## src/rtl/p_div.sv

```systemverilog
// Packed restoring divider, 32/16/8/4/2-bit lanes; signed lanes with P_DIV_SIGNED_EN.
// Latency: ready pulses in cycle w+1 after acceptance (w = lane width).
// Backpressure: valid is held until ready; dropping valid aborts the operation.
module p_div (
  input  logic        clock,
  input  logic        resetn,
  input  logic        valid,
  output logic        ready,
  input  logic        div_q,
  input  logic        div_r,
  input  logic [4:0]  pw,
  input  logic [31:0] crs1,
  input  logic [31:0] crs2,
`ifdef P_DIV_SIGNED_EN
  input  logic        div_s,
`endif
  output logic [31:0] result
);

  typedef enum logic [1:0] {IDLE, RUN, DONE} state_t;

  state_t      state_q, state_d;
  logic [4:0]  count_q, count_d, last;
  logic [4:0]  pw_q, pw_d;
  logic [31:0] dvd_q, dvd_d, dvs_q, dvs_d, rem_q, rem_d;
  logic        selq_q, selq_d, selr_q, selr_d, bad_q, bad_d;
  logic        clr;
  logic [31:0] dvd_step, rem_step, ld_dvd, ld_dvs, quot, remo;

  // One restoring step for every lane width; the active one is picked by pw_q.
  for (genvar k = 0; k < 5; k++) begin : g_w
    localparam int W = 32 >> k;
    logic [31:0] rem_n, dvd_n;
    always_comb begin
      logic [W:0] rp;
      rem_n = '0;
      dvd_n = '0;
      rp    = '0;
      for (int l = 0; l < 32 / W; l++) begin
        rp = {rem_q[l*W +: W], dvd_q[l*W+W-1]};
        if (rp >= {1'b0, dvs_q[l*W +: W]}) begin
          rem_n[l*W +: W] = rp[W-1:0] - dvs_q[l*W +: W];
          dvd_n[l*W +: W] = {dvd_q[l*W +: W-1], 1'b1};
        end else begin
          rem_n[l*W +: W] = rp[W-1:0];
          dvd_n[l*W +: W] = {dvd_q[l*W +: W-1], 1'b0};
        end
      end
    end
  end

  always_comb begin
    rem_step = rem_q;
    dvd_step = dvd_q;
    last     = '0;
    case (pw_q)
      5'b00001: begin rem_step = g_w[0].rem_n; dvd_step = g_w[0].dvd_n; last = 5'd31; end
      5'b00010: begin rem_step = g_w[1].rem_n; dvd_step = g_w[1].dvd_n; last = 5'd15; end
      5'b00100: begin rem_step = g_w[2].rem_n; dvd_step = g_w[2].dvd_n; last = 5'd7;  end
      5'b01000: begin rem_step = g_w[3].rem_n; dvd_step = g_w[3].dvd_n; last = 5'd3;  end
      5'b10000: begin rem_step = g_w[4].rem_n; dvd_step = g_w[4].dvd_n; last = 5'd1;  end
      default: ;
    endcase
  end

`ifdef P_DIV_SIGNED_EN
  logic [31:0] s1m_q, s1m_d, s2m_q, s2m_d, ld_s1m, ld_s2m;

  // Bit set at the lowest bit of every lane.
  function automatic logic [31:0] lane_lsb(input logic [4:0] p);
    case (p)
      5'b00001: return 32'h0000_0001;
      5'b00010: return 32'h0001_0001;
      5'b00100: return 32'h0101_0101;
      5'b01000: return 32'h1111_1111;
      5'b10000: return 32'h5555_5555;
      default:  return 32'h0;
    endcase
  endfunction

  // Copy the bit found at each lane msb across the whole lane.
  function automatic logic [31:0] spread(input logic [31:0] x, input logic [31:0] msb);
    logic [31:0] y;
    logic        cur;
    y = '0;
    cur = 1'b0;
    for (int i = 31; i >= 0; i--) begin
      if (msb[i]) cur = x[i];
      y[i] = cur;
    end
    return y;
  endfunction

  function automatic logic [31:0] or_scan(input logic [31:0] x, input logic [31:0] ls);
    logic [31:0] y;
    logic        acc;
    y = '0;
    acc = 1'b0;
    for (int i = 0; i < 32; i++) begin
      if (ls[i]) acc = 1'b0;
      acc  = acc | x[i];
      y[i] = acc;
    end
    return y;
  endfunction

  // Two's-complement negation of the lanes selected by m; carries restart at lane lsbs.
  function automatic logic [31:0] lane_neg(input logic [31:0] x, input logic [31:0] m,
                                           input logic [31:0] ls);
    logic [31:0] y;
    logic        c;
    y = '0;
    c = 1'b0;
    for (int i = 0; i < 32; i++) begin
      if (ls[i]) c = 1'b1;
      y[i] = m[i] ? (~x[i] ^ c) : x[i];
      c    = ~x[i] & c;
    end
    return y;
  endfunction

  always_comb begin
    logic [31:0] ls_i, ls_o, nz;
    ls_i   = lane_lsb(pw);
    ld_s1m = div_s ? spread(crs1, {ls_i[0], ls_i[31:1]}) : '0;
    ld_s2m = div_s ? spread(crs2, {ls_i[0], ls_i[31:1]}) : '0;
    ld_dvd = lane_neg(crs1, ld_s1m, ls_i);
    ld_dvs = lane_neg(crs2, ld_s2m, ls_i);
    ls_o   = lane_lsb(pw_q);
    // Divide-by-zero lanes keep the all-ones quotient (-1) regardless of dividend sign.
    nz     = spread(or_scan(dvs_q, ls_o), {ls_o[0], ls_o[31:1]});
    quot   = lane_neg(dvd_q, (s1m_q ^ s2m_q) & nz, ls_o);
    remo   = lane_neg(rem_q, s1m_q, ls_o);
  end
`else
  assign ld_dvd = crs1;
  assign ld_dvs = crs2;
  assign quot   = dvd_q;
  assign remo   = rem_q;
`endif

  always_comb begin
    state_d = state_q;
    count_d = count_q;
    pw_d    = pw_q;
    dvd_d   = dvd_q;
    dvs_d   = dvs_q;
    rem_d   = rem_q;
    selq_d  = selq_q;
    selr_d  = selr_q;
    bad_d   = bad_q;
    clr     = 1'b0;
`ifdef P_DIV_SIGNED_EN
    s1m_d   = s1m_q;
    s2m_d   = s2m_q;
`endif
    case (state_q)
      IDLE: if (valid) begin
        pw_d    = pw;
        dvd_d   = ld_dvd;
        dvs_d   = ld_dvs;
        rem_d   = '0;
        count_d = '0;
        selq_d  = div_q;
        selr_d  = div_r & ~div_q;
        bad_d   = !$onehot(pw);
        state_d = $onehot(pw) ? RUN : DONE;
`ifdef P_DIV_SIGNED_EN
        s1m_d   = ld_s1m;
        s2m_d   = ld_s2m;
`endif
      end
      RUN: if (!valid) begin
        clr = 1'b1;
      end else begin
        dvd_d   = dvd_step;
        rem_d   = rem_step;
        count_d = count_q + 5'd1;
        if (count_q == last) state_d = DONE;
      end
      DONE: begin
        state_d = IDLE;
        clr     = !valid;
      end
      default: clr = 1'b1;
    endcase
    if (clr) begin
      state_d = IDLE;
      count_d = '0;
      pw_d    = '0;
      dvd_d   = '0;
      dvs_d   = '0;
      rem_d   = '0;
      selq_d  = 1'b0;
      selr_d  = 1'b0;
      bad_d   = 1'b0;
`ifdef P_DIV_SIGNED_EN
      s1m_d   = '0;
      s2m_d   = '0;
`endif
    end
  end

  always_ff @(posedge clock or negedge resetn) begin
    if (!resetn) begin
      state_q <= IDLE;
      count_q <= '0;
      pw_q    <= '0;
      dvd_q   <= '0;
      dvs_q   <= '0;
      rem_q   <= '0;
      selq_q  <= 1'b0;
      selr_q  <= 1'b0;
      bad_q   <= 1'b0;
`ifdef P_DIV_SIGNED_EN
      s1m_q   <= '0;
      s2m_q   <= '0;
`endif
    end else begin
      state_q <= state_d;
      count_q <= count_d;
      pw_q    <= pw_d;
      dvd_q   <= dvd_d;
      dvs_q   <= dvs_d;
      rem_q   <= rem_d;
      selq_q  <= selq_d;
      selr_q  <= selr_d;
      bad_q   <= bad_d;
`ifdef P_DIV_SIGNED_EN
      s1m_q   <= s1m_d;
      s2m_q   <= s2m_d;
`endif
    end
  end

  assign ready = (state_q == DONE) && valid;

  always_comb begin
    result = '0;
    if (ready && !bad_q) begin
      if (selq_q)      result = quot;
      else if (selr_q) result = remo;
    end
  end

endmodule

```

## config.mk

```make
export PLATFORM = sky130hd
export DESIGN_NAME = p_div
export DESIGN_NICKNAME = d
export VERILOG_FILES = /design/src/rtl/p_div.sv
export SDC_FILE = /design/constraint.sdc
export NUM_CORES = 1
export LEC_CHECK = 0
export CORE_MARGIN = 2
export CORE_UTILIZATION = 45
export DETAILED_ROUTE_END_ITERATION = 16
export PLACE_DENSITY_LB_ADDON = 0.1
export SLEW_MARGIN = 30
export SYNTH_ARGS = -nofsm -noshare
export SYNTH_HDL_FRONTEND = slang
export SYNTH_SLANG_ARGS = --single-unit
```

## constraint.sdc

```tcl
create_clock -name clock -period 2.84 [get_ports clock]
set_clock_uncertainty 0.15 [all_clocks]
set_input_delay 0.71 -clock clock [delete_from_list [all_inputs] [get_ports clock]]
set_output_delay 0.71 -clock clock [all_outputs]
set_load 0.02 [all_outputs]
```

==> flow_metrics.tcl <==
set metrics [dict create \
    status "finished with violations" \
    fp.dieH_um 177.5 \
    violations "negative setup slack" \
    drc 0 \
    grt_pass1_wl_um 86710 \
    synth_area_leader_cell "dfrtp_1" \
    clock-sinks 111 \
    synth_area_mm2 0.01355 \
    rsz0062_at_grt "yes" \
    track_usage_pct 35.94 \
    slowest_delay_ps 450 \
    yosys-top-cells-area "dfrtp_1 (20%), a21oi_1 (7.6%), nand2_1 (7.2%)" \
    antenna_cells 0 \
    numCtsBuffers 9 \
    critPathCaptureType "flop" \
    p_comb_share_pct 86.5 \
    worstPathRequired_ps 2990 \
    dp_hpwl_um 42830 \
    avgRoutedWirePerCell_um 22.27 \
    cts_root_buffer "clkbuf_16" \
    syn_nets 1970 \
    tightest_slew_ps 709.8 \
    path_max_fanout 7 \
    hp-class "in2async" \
    cpMostUsedCell "buf_4" \
    die_width_um 177.5 \
    fin_ws_ps -93.18 \
    yosysTopAreaCellShare_pct 20.49 \
    fin_cells 2631 \
    start_util_pct 45.73 \
    max_cap_violations 0 \
    vias_per_cell 6.058 \
    worst-setup-path-type "reg2reg" \
    p_leak_nw 8.357 \
    area_delta_synth_final_pct 43.18 \
    finalCritPeriodShare_pct 103.3 \
    first_global_vias 14920 \
    period_needed_ps 2933 \
    vdd_drop_max_v 0.0008237 \
    syn-mean-instance-area_um2 7.484 \
    synthMostInstantiatedCell "nand2_1" \
    crit_slowest_cell "dfrtp_1" \
    grt_antenna_before_repair 0 \
    cell_internal_pwr_mw 14.51 \
    num_vias 15940 \
    grt_max_degree 50 \
    cts_max_level 3 \
    syn_inst 1811 \
    power.switching_mw 15.18 \
    synthTopCellsByCount "nand2_1 (259), a21oi_1 (205), nor2_1 (165)" \
    synth-seq-cells 111 \
    synth-edff-count 0 \
    p_clk_share_pct 4.7 \
    hold_buffers 0 \
    wirelength_um 58580 \
    relSlewSlack_pct 52.54 \
    fp-row-count 63 \
    dp.cells 2546 \
    core_mm2 0.02964 \
    clkLatencyLatePin_ps 410 \
    critical_path_buf_inv_count 4 \
    synth_ff_type "dfrtp_1" \
    synth_warnings 0 \
    path_delay_family "simple AND/OR/NAND/NOR gates" \
    portBuffers 106 \
    fin_nets 2395 \
    path_clk_slew_ps 90 \
    synth_cell_types 92 \
    seqPwrFrac_pct 8.8 \
    gp_congestion 1.021 \
    async_flop_share_pct 100.0 \
    layout-drive-gt1-share_pct 32.53 \
    hold_viol 0 \
    powerDensity_mw_per_mm2 1530 \
    yosysSeqAreaShare_pct 20.49 \
    sw_frac_of_total_pct 51.13 \
    dieArea_mm2 0.03152 \
    drt_iter0_drc 1750 \
    crit_arrival_ps 3080 \
    firstDrtPassIters 9 \
    ant_nets 0 \
    critPathLaunchType "flop" \
    path_cells "ha_4, nand4_1, nor4_2, buf_4, nand4b_1, o211ai_1, buf_4, buf_12, o21ai_4, buf_6, nor3_4, a21oi_2, a32o_2" \
    setup-violations-final 28 \
    clockBufferDepth 2 \
    max_freq_mhz 340.9 \
    io_pins 107 \
    cts_tree "yes" \
    gr-total-overflow 0 \
    tns_ps -1163 \
    drv_slew 0 \
]
[sequential cells by signal, summed over array words and instances (netlist names)]
signal	flops
selr_q	1
dvd_q	32
bad_q	1
dvs_q	32
count_q	5
state_q	2
rem_q	32
pw_q	5
selq_q	1
[placed cells by master (no fill, tap or decap), types with 26 or more instances in the layout]
master           Yosys  layout
buf_4               10     398
nand2_1            259     246
a21oi_1            205     182
nor2_1             165     158
dfrtp_1            111     109
o21ai_0             91      72
mux2i_1             72      69
clkdlybuf4s50_1      0      69
inv_1               84      66
xnor2_1             61      61
xor2_1              38      38
ha_1                68      36
o31ai_1             34      32
o211ai_1            31      31
a211oi_1            36      29
nor3_1              34      27
ha_4                 0      27
buf_2               35      27
o21ai_1             17      26
buf_6                6      26
[stage by stage]
| stage | hold slack (ps) | worst slack, ps | instance area, µm² | utilization (%) | total power [mW] |
|---|---|---|---|---|---|
| after floorplan | 264.4 | 15.49 | 13550 | - | 15.76 |
| after global placement | 329.3 | -358.1 | 17500 | 59.05 | 24.27 |
| after detailed placement | 337.9 | -399.7 | 17500 | 59.05 | 24.54 |
| after CTS | 148.1 | -22.83 | 18150 | 61.24 | 26.78 |
| after global routing | 150.6 | -234.2 | 19400 | 65.47 | 31.48 |
| final | 117.4 | -93.18 | 19400 | 65.47 | 29.68 |
[final timing paths]
kind / from / end / slack [ps] / depth (start not counted)
setup / recovery: rem_q[11]$_DFFE_PN0P_ / rem_q[10]$_DFFE_PN0P_ / -90 / 13
hold reg to reg: dvd_q[10]$_DFFE_PN0P_ / dvd_q[10]$_DFFE_PN0P_ / 360 / 2
hold / removal: resetn / dvd_q[5]$_DFFE_PN0P_ / 120 / 1
max in group asynchronous: resetn / selq_q$_DFFE_PN0P_ / 1680 / 2
setup reg to reg: rem_q[11]$_DFFE_PN0P_ / rem_q[10]$_DFFE_PN0P_ / -90 / 13
min in group clock: dvd_q[10]$_DFFE_PN0P_ / dvd_q[10]$_DFFE_PN0P_ / 360 / 2
[per-layer routing]
metal / wire length, µm / GRT usage, %
met3: 6592 / 7.926
met4: 1786 / 10.52
met2: 24760 / 53.26
met5: 0 / 0
met1: 25440 / 51.96
[power groups by stage]
stage | combinational [mW] | sequential [mW] | clock (mW)
final | 25.7 | 2.62 | 1.38
after CTS | 22.8 | 2.59 | 1.39
after detailed placement | 21.9 | 2.61 | 0
after global routing | 27.3 | 2.70 | 1.45
after floorplan | 13.2 | 2.54 | 0
after global placement | 21.7 | 2.59 | 0
[layout make-up]
| cell class | count | area, µm² |
|---|---|---|
| Multi-Input combinational cell | 1475 | 10780 |
| Sequential cell | 111 | 2780 |
| Clock buffer | 10 | 229.0 |
| Clock inverter | 6 | 50.05 |
| Tap cell | 390 | 488.0 |
| Timing Repair Buffer | 554 | 4758 |
| Inverter | 85 | 321.6 |
| Fill cell | 2579 | 10230 |
[cell families after synthesis]
group | synth area share (%)
flip-flops | 20.49
buffers and inverters | 7.865
XOR/XNOR | 6.398
AO/OA/AOI/OAI | 30.78
adder cells (fa/ha/maj) | 8.789
multiplexers | 6.315
AND/OR/NAND/NOR | 19.36
[what timing repair did]
action / in CTS / in global routing
pin swaps: 20 / 70
cloned: 1 / 4
gates resized for setup: 213 / 189
setup endpoints to repair: 66 / 68
buffers inserted: 16 / 51
hold endpoints to repair: 0 / 0
Power figures use the tool's default switching activity.
